$ cat src/rtl/slot_pin_owner_ctrl_if.sv
// slot_pin_owner_ctrl_if: config request/response handshake between a slot owner controller and its configuring agent
//   cfg_valid/cfg_ready  request handshake (accepted when both high)
//   cfg_pin/en/src       target pin, assign(1)/release(0), new owner
//   cfg_done/cfg_err     1-cycle commit / reject pulses
interface slot_pin_owner_ctrl_if #(
  parameter int SRC_W = 2
);
  logic             cfg_valid;
  logic             cfg_ready;
  logic [4:0]       cfg_pin;
  logic             cfg_en;
  logic [SRC_W-1:0] cfg_src;
  logic             cfg_done;
  logic             cfg_err;
  modport master (output cfg_valid, cfg_pin, cfg_en, cfg_src, input cfg_ready, cfg_done, cfg_err);
  modport slave  (input cfg_valid, cfg_pin, cfg_en, cfg_src, output cfg_ready, cfg_done, cfg_err);
endinterface

$ cat src/rtl/slot_pin_owner_ctrl.sv
// slot_pin_owner_ctrl: per-slot pin ownership mux with tri-state dead time on reassignment
//   clk, resetn           clock, async active-low reset
//   cfg                   config handshake (slot_pin_owner_ctrl_if.slave)
//   src_out, src_outen    per-core pin values/enables, core k at [k*NUM_PINS +: NUM_PINS]
//   src_in                slot inputs broadcast to all cores
//   slot_in/out/outen     IOBUF bank side (T = ~slot_outen)
//   force_off             globally disables all output enables, owner table kept
//   pin_owned             1 = pin has an owner
//   Macro SLOT_IN_SYNC_EN: when defined, slot_in goes through a 2-flop synchronizer
module slot_pin_owner_ctrl #(
  parameter int NUM_PINS    = 22,
  parameter int NUM_SRC     = 4,
  parameter int DEAD_CYCLES = 8
) (
  input  logic                        clk,
  input  logic                        resetn,
  slot_pin_owner_ctrl_if.slave        cfg,
  input  logic [NUM_SRC*NUM_PINS-1:0] src_out,
  input  logic [NUM_SRC*NUM_PINS-1:0] src_outen,
  output logic [NUM_PINS-1:0]         src_in,
  input  logic [NUM_PINS-1:0]         slot_in,
  output logic [NUM_PINS-1:0]         slot_out,
  output logic [NUM_PINS-1:0]         slot_outen,
  input  logic                        force_off,
  output logic [NUM_PINS-1:0]         pin_owned
);
  localparam int SRC_W = (NUM_SRC > 1) ? $clog2(NUM_SRC) : 1;

  typedef enum logic [1:0] {IDLE, DRAIN, COMMIT} state_t;

  state_t              state_q, state_d;
  logic [7:0]          cnt_q, cnt_d;
  logic [4:0]          pin_q, pin_d;
  logic [SRC_W-1:0]    src_q, src_d;
  logic                err_q, err_d;
  logic [SRC_W-1:0]    owner_q [NUM_PINS];
  logic [SRC_W-1:0]    owner_d [NUM_PINS];
  logic [NUM_PINS-1:0] owned_q, owned_d;
  logic [NUM_PINS-1:0] drain_q, drain_d;
  logic [NUM_PINS-1:0] slot_out_q, slot_out_d;
  logic [NUM_PINS-1:0] slot_outen_q, slot_outen_d;
  logic [NUM_PINS-1:0] so_a [NUM_SRC];
  logic [NUM_PINS-1:0] oe_a [NUM_SRC];
  logic                req_bad;

  for (genvar k = 0; k < NUM_SRC; k++) begin : g_unpack
    assign so_a[k] = src_out[k*NUM_PINS +: NUM_PINS];
    assign oe_a[k] = src_outen[k*NUM_PINS +: NUM_PINS];
  end

  assign req_bad = (int'(cfg.cfg_pin) >= NUM_PINS) || (cfg.cfg_en && int'(cfg.cfg_src) >= NUM_SRC);

  always_comb begin
    state_d = state_q;
    cnt_d   = cnt_q;
    pin_d   = pin_q;
    src_d   = src_q;
    err_d   = 1'b0;
    owner_d = owner_q;
    owned_d = owned_q;
    drain_d = drain_q;
    case (state_q)
      IDLE: if (cfg.cfg_valid) begin
        if (req_bad) begin
          err_d = 1'b1;
        end else if (cfg.cfg_en && owned_q[cfg.cfg_pin] && owner_q[cfg.cfg_pin] != cfg.cfg_src) begin
          // pin is being driven by another core: tri-state it before handing over
          drain_d[cfg.cfg_pin] = 1'b1;
          cnt_d   = 8'(DEAD_CYCLES);
          pin_d   = cfg.cfg_pin;
          src_d   = cfg.cfg_src;
          state_d = DRAIN;
        end else begin
          owned_d[cfg.cfg_pin] = cfg.cfg_en;
          if (cfg.cfg_en) owner_d[cfg.cfg_pin] = cfg.cfg_src;
          state_d = COMMIT;
        end
      end
      DRAIN: begin
        cnt_d = cnt_q - 8'd1;
        if (cnt_q == 8'd1) begin
          owner_d[pin_q] = src_q;
          drain_d[pin_q] = 1'b0;
          state_d        = COMMIT;
        end
      end
      default: state_d = IDLE;
    endcase
  end

  always_comb begin
    slot_out_d   = '0;
    slot_outen_d = '0;
    for (int i = 0; i < NUM_PINS; i++) begin
      slot_out_d[i]   = owned_q[i] & so_a[owner_q[i]][i];
      slot_outen_d[i] = owned_q[i] & ~drain_q[i] & ~force_off & oe_a[owner_q[i]][i];
    end
  end

  always_ff @(posedge clk or negedge resetn) begin
    if (!resetn) begin
      state_q      <= IDLE;
      cnt_q        <= '0;
      pin_q        <= '0;
      src_q        <= '0;
      err_q        <= 1'b0;
      owner_q      <= '{default: '0};
      owned_q      <= '0;
      drain_q      <= '0;
      slot_out_q   <= '0;
      slot_outen_q <= '0;
    end else begin
      state_q      <= state_d;
      cnt_q        <= cnt_d;
      pin_q        <= pin_d;
      src_q        <= src_d;
      err_q        <= err_d;
      owner_q      <= owner_d;
      owned_q      <= owned_d;
      drain_q      <= drain_d;
      slot_out_q   <= slot_out_d;
      slot_outen_q <= slot_outen_d;
    end
  end

`ifdef SLOT_IN_SYNC_EN
  logic [NUM_PINS-1:0] sync1_q, sync2_q;
  always_ff @(posedge clk or negedge resetn) begin
    if (!resetn) begin
      sync1_q <= '0;
      sync2_q <= '0;
    end else begin
      sync1_q <= slot_in;
      sync2_q <= sync1_q;
    end
  end
  assign src_in = sync2_q;
`else
  assign src_in = slot_in;
`endif

  assign slot_out      = slot_out_q;
  assign slot_outen    = slot_outen_q;
  assign pin_owned     = owned_q;
  assign cfg.cfg_ready = (state_q == IDLE);
  assign cfg.cfg_done  = (state_q == COMMIT);
  assign cfg.cfg_err   = err_q;
endmodule
$ cat src/flat_wrapper.sv
// flat-port wrapper written by rule: the top's interface ports become plain ports
module slot_pin_owner_ctrl_flat 
#(
  parameter int NUM_PINS    = 22,
  parameter int NUM_SRC     = 4,
  parameter int DEAD_CYCLES = 8
)
  (clk, resetn, src_out, src_outen, src_in, slot_in, slot_out, slot_outen, force_off, pin_owned, cfg_cfg_valid, cfg_cfg_pin, cfg_cfg_en, cfg_cfg_src, cfg_cfg_ready, cfg_cfg_done, cfg_cfg_err);
  slot_pin_owner_ctrl_if cfg_i ();
  input  logic clk;
  input  logic resetn;
  input  logic [NUM_SRC*NUM_PINS-1:0] src_out;
  input  logic [NUM_SRC*NUM_PINS-1:0] src_outen;
  output logic [NUM_PINS-1:0] src_in;
  input  logic [NUM_PINS-1:0] slot_in;
  output logic [NUM_PINS-1:0] slot_out;
  output logic [NUM_PINS-1:0] slot_outen;
  input  logic force_off;
  output logic [NUM_PINS-1:0] pin_owned;
  input wire logic [$bits(cfg_i.cfg_valid)-1:0] cfg_cfg_valid;
  input wire logic [$bits(cfg_i.cfg_pin)-1:0] cfg_cfg_pin;
  input wire logic [$bits(cfg_i.cfg_en)-1:0] cfg_cfg_en;
  input wire logic [$bits(cfg_i.cfg_src)-1:0] cfg_cfg_src;
  output wire logic [$bits(cfg_i.cfg_ready)-1:0] cfg_cfg_ready;
  output wire logic [$bits(cfg_i.cfg_done)-1:0] cfg_cfg_done;
  output wire logic [$bits(cfg_i.cfg_err)-1:0] cfg_cfg_err;
  assign cfg_i.cfg_valid = cfg_cfg_valid;
  assign cfg_i.cfg_pin = cfg_cfg_pin;
  assign cfg_i.cfg_en = cfg_cfg_en;
  assign cfg_i.cfg_src = cfg_cfg_src;
  assign cfg_cfg_ready = cfg_i.cfg_ready;
  assign cfg_cfg_done = cfg_i.cfg_done;
  assign cfg_cfg_err = cfg_i.cfg_err;
  slot_pin_owner_ctrl #(.NUM_PINS(NUM_PINS), .NUM_SRC(NUM_SRC), .DEAD_CYCLES(DEAD_CYCLES)) u_core (.clk(clk), .resetn(resetn), .cfg(cfg_i), .src_out(src_out), .src_outen(src_outen), .src_in(src_in), .slot_in(slot_in), .slot_out(slot_out), .slot_outen(slot_outen), .force_off(force_off), .pin_owned(pin_owned));
endmodule
$ cat config.mk
export PLATFORM = sky130hd
export DESIGN_NAME = slot_pin_owner_ctrl_flat
export DESIGN_NICKNAME = d
export VERILOG_FILES = /design/src/rtl/slot_pin_owner_ctrl_if.sv /design/src/rtl/slot_pin_owner_ctrl.sv /design/src/flat_wrapper.sv
export SDC_FILE = /design/constraint.sdc
export NUM_CORES = 1
export LEC_CHECK = 0
export CAP_MARGIN = 20
export CORE_UTILIZATION = 51
export CTS_BUF_LIST = sky130_fd_sc_hd__clkbuf_4 sky130_fd_sc_hd__clkbuf_8
export CTS_CLUSTER_DIAMETER = 30
export DETAILED_ROUTE_END_ITERATION = 12
export HOLD_SLACK_MARGIN = 0.06
export MAX_ROUTING_LAYER = met4
export PLACE_DENSITY_LB_ADDON = 0.15
export SYNTH_ARGS = -nofsm -noshare
export SYNTH_HDL_FRONTEND = slang
export SYNTH_SLANG_ARGS = --single-unit
$ cat constraint.sdc
create_clock -name clk -period 5.2 [get_ports clk]
set_input_delay 1.56 -clock clk [delete_from_list [all_inputs] [get_ports clk]]
set_output_delay 1.56 -clock clk [all_outputs]
set_load 0.05 [all_outputs]
==> results by group <==
Synthesis
  – Yosys Warn Count: 0
  – Netlist cell types: 61
  – Mapped Cells: 805
  – Synthesis-stage register bit count: 150
  – Largest cells by area after synthesis: dfrtp_1 43%, mux4_2 13%, mux2_2 3.7%, nor2_1 3.6%, nand2_1 2.7%
  – Post-synthesis cell area: 8760 sq um
  – Synth async-reset ratio: 100%
  – Yosys top cell by area: dfrtp_1
  – Top cell type's share of synthesized area: 42.8%
  – Synth Area per Inst: 10.9 sq um
  – Syn nets: 1,017
  – Post-synthesis sequential area ratio: 42.8%
  – Primary FF master, synth: dfrtp_1
  – Post-synth EDFFs: 0

Worst setup path
  – Critical path fanouts, max: 15
  – CP bufs+invs: 2
  – Worst setup SP type: input pin
  – Top Family by Delay on Critical Path: simple AND/OR/NAND/NOR gates
  – Crit-path cells: clkdlybuf4s50_1 -> or4bb_1 -> o22ai_1 -> or3_1 -> o31ai_1 -> a22oi_2 -> nor4b_4 -> buf_4 -> mux2_2
  – Worst R2R Path Depth: 9
  – Worst Path Class, Setup: input pin to flip-flop
  – CP max stage delay: 0.95 ns
  – Crit path capture type: flip-flop
  – Worst EP required: 5.56 ns
  – Setup slack, reg-to-reg: 1.60 ns
  – Critical Path Slowest Stage Cell: nor4b_4
  – FF-to-FF Start: u_core.owner_q[20]
  – Critical Path AT: 5.19 ns
  – R2r endpoint: u_core.src_q[1]

Job
  – Max-cap violations: 0

Route
  – DR vias/cell: 6.36
  – 1st-pass router iterations: 5
  – Total Wirelength: 29,500 um
  – DRT antenna net count: 0
  – # DRC: 0
  – Drt wl/cell: 22.9 um
  – Initial DRC Count: 854
  – Vias: 8,182

GRT
  – Grt ovf: 0
  – Gr usage total: 34.9%
  – Number of global-route vias before repair: 8,191
  – Largest net degree at the start of global routing: 83
  – Initial antenna violation count: 0
  – First-pass GRT wire length: 45,400 um

Clocking
  – Clk slew on worst S/H paths: 0.08 ns
  – CTS Buffer Depth: 2
  – Worst-skew pair later-pin latency: 0.47 ns
  – Clock Sinks: 150
  – Hold Buf Count CTS: 0
  – Gates resized, CTS repair: 0
  – Root buf cell: clkbuf_8
  – Clock tree from TritonCTS: built
  – Setup bufs post-CTS: 0
  – CTS Buf Count: 17
  – H-tree Lvls: 4

Final layout
  – Layout cells sized above 1: 16.1%
  – Commonest non-fill, non-tap cell in the layout: clkdlybuf4s50_1
  – Most frequent cells in the layout: 254 x clkdlybuf4s50_1, 150 x dfrtp_1, 84 x nor2_1, 62 x nand2_1, 49 x mux4_2
  – Final #Nets: 1,265
  – Fillcell total: 1,278
  – Ant. Diodes: 0
  – Design Area, Final: 12,000 sq um
  – Layout area overhead: 37.0%

STA
  – Minimum clock period: 4.82 ns
  – Max transition margin: 25.6%
  – Final-report max-slew violation count: 0
  – Fin crit share: 92.8%
  – RSZ-0062 raised after global routing: no
  – Setup violators final: 0
  – Actual slew at the worst max-slew pin: 1.11 ns
  – Setup TNS: 0 ns
  – Fmax: 207 MHz
  – Final hold viol count: 0
  – Clock Skews: 0.0134 ns

Placed design
  – Routability cong.: 1.04
  – Placed cell areas: 11,600 sq um
  – HPWL after DPL: 21,600 um
  – Input/output buffers: 256

Run status
  – Run status: complete, no violations

Power and ir drop
  – Sequential share of power: 42.7%
  – Leakage: 4.84 nW
  – Peak supply drop: 222 uV
  – Comb pwr share: 29.8%
  – Clock power frac: 27.5%
  – Cell Int Power: 2.33 mW
  – Power Density: 294 nW/um^2
  – Switching share of power: 34.2%
  – P_sw: 1.21 mW

Die
  – Die width: 133 um
  – Core Rows: 47
  – Number of top-level pins: 301
  – Core Box Area: 16,700 sq um
  – Die Y: 133 um
  – Die area: 17,700 sq um
  – Initial Utilization: 52.5%

Hold path
  – Worst Hold Path Cells: 2
  – HP Class: flip-flop to flip-flop
  – Hold endpoint: u_core.drain_q[2]
  – Min-delay src: u_core.drain_q[2]
-- layer usage --
metal  wire length (um)  global-route usage [%]
met1              11400                    44.1
met2              13800                    53.2
met3               3240                    9.82
met4               1030                    14.0
met5                  0                       -
-- worst max-delay path by stage --
stage                         endpoint  cells past startpoint           start
global placement       u_core.src_q[0]                     10  cfg_cfg_pin[2]
floorplan           u_core.owner_q[18]                     10  cfg_cfg_pin[1]
detailed placement     u_core.src_q[1]                     10  cfg_cfg_pin[2]
CTS                    u_core.src_q[1]                     10  cfg_cfg_pin[2]
global route           u_core.src_q[1]                     10  cfg_cfg_pin[2]
finish                 u_core.src_q[1]                      9  cfg_cfg_pin[3]
-- state kept, by name, summed over array words and instances (netlist names) --
register	count
u_core.cnt_q	8
u_core.owner_q	44
u_core.pin_owned	22
u_core.cfg.cfg_err	1
u_core.state_q	2
u_core.drain_q	22
u_core.slot_out	22
u_core.src_q	2
u_core.pin_q	5
u_core.slot_outen	22
-- tightest hold or removal path, delay by kind of cell (launching register included) --
family	cells	cell delay (ns)
AOI/OAI and AO/OA	1	0.06
DFF	1	0.36
and+or+nand+nor	1	0.05
-- cells by family after synthesis --
family                   count (synthesis)  synth area share [%]
buffers and inverters                   75                  4.55
flip-flops                             150                  42.8
multiplexers                           118                  21.2
AND/OR/NAND/NOR                        274                  15.9
adder cells (fa/ha/maj)                  2                 0.285
AO/OA/AOI/OAI                          186                  15.3
-- power by group through the flow --
stage / clock, mW / combinational [mW] / sequential (mW)
finish: 0.972 / 1.05 / 1.51
global placement: 0 / 1.03 / 1.52
detailed placement: 0 / 1.04 / 1.52
CTS: 0.983 / 1.05 / 1.50
global route: 1.03 / 1.11 / 1.52
floorplan: 0 / 0.506 / 1.61
-- Yosys cell counts (all sizes together), types with 2 or more instances --
library cell and instances:
a21o 2, a21oi 43, a221o 2, a22o 7, a22oi 17, a31oi 4, a32o 6, and2 26
and3 23, and3b 3, buf 35, clkbuf 34, dfrtp 150, ha 2, inv 6, mux2 48
mux2i 21, mux4 49, nand2 62, nand2b 5, nand3 9, nand3b 6, nand4 2, nor2 84
nor2b 4, nor3 20, nor3b 2, nor4b 2, o211ai 11, o21ai 30, o221ai 2, o22ai 21
o2bb2ai 18, o31ai 16, o41ai 2, or2 2, or3 8, or3b 3, or4 4, or4b 3
or4bb 2
-- final cells by class --
cell class                 instances  area (sq um)  area share (%)
sequential                       150          3750            31.3
tap                              220           275            2.29
inverter                           6          22.5           0.188
multi-input combinational        580          4630            38.6
clock inverter                     8           121            1.01
clock buffer                      24           305            2.54
timing repair buffer             298          2900            24.1
-- metrics by stage --
stage | worst slack (ns) | hold slack (ns) | utilization (%) | instances | power [mW]
floorplan | 0.867 | 0.442 | - | 805 | 2.11
global placement | 0.109 | 0.468 | 69.3 | 1254 | 2.55
detailed placement | 0.0220 | 0.479 | 69.3 | 1254 | 2.56
CTS | 0.513 | 0.497 | 71.9 | 1286 | 3.53
global route | 0.250 | 0.529 | 71.9 | 1286 | 3.66
finish | 0.376 | 0.499 | 71.9 | 1286 | 3.53
Power figures use the tool's default switching activity.
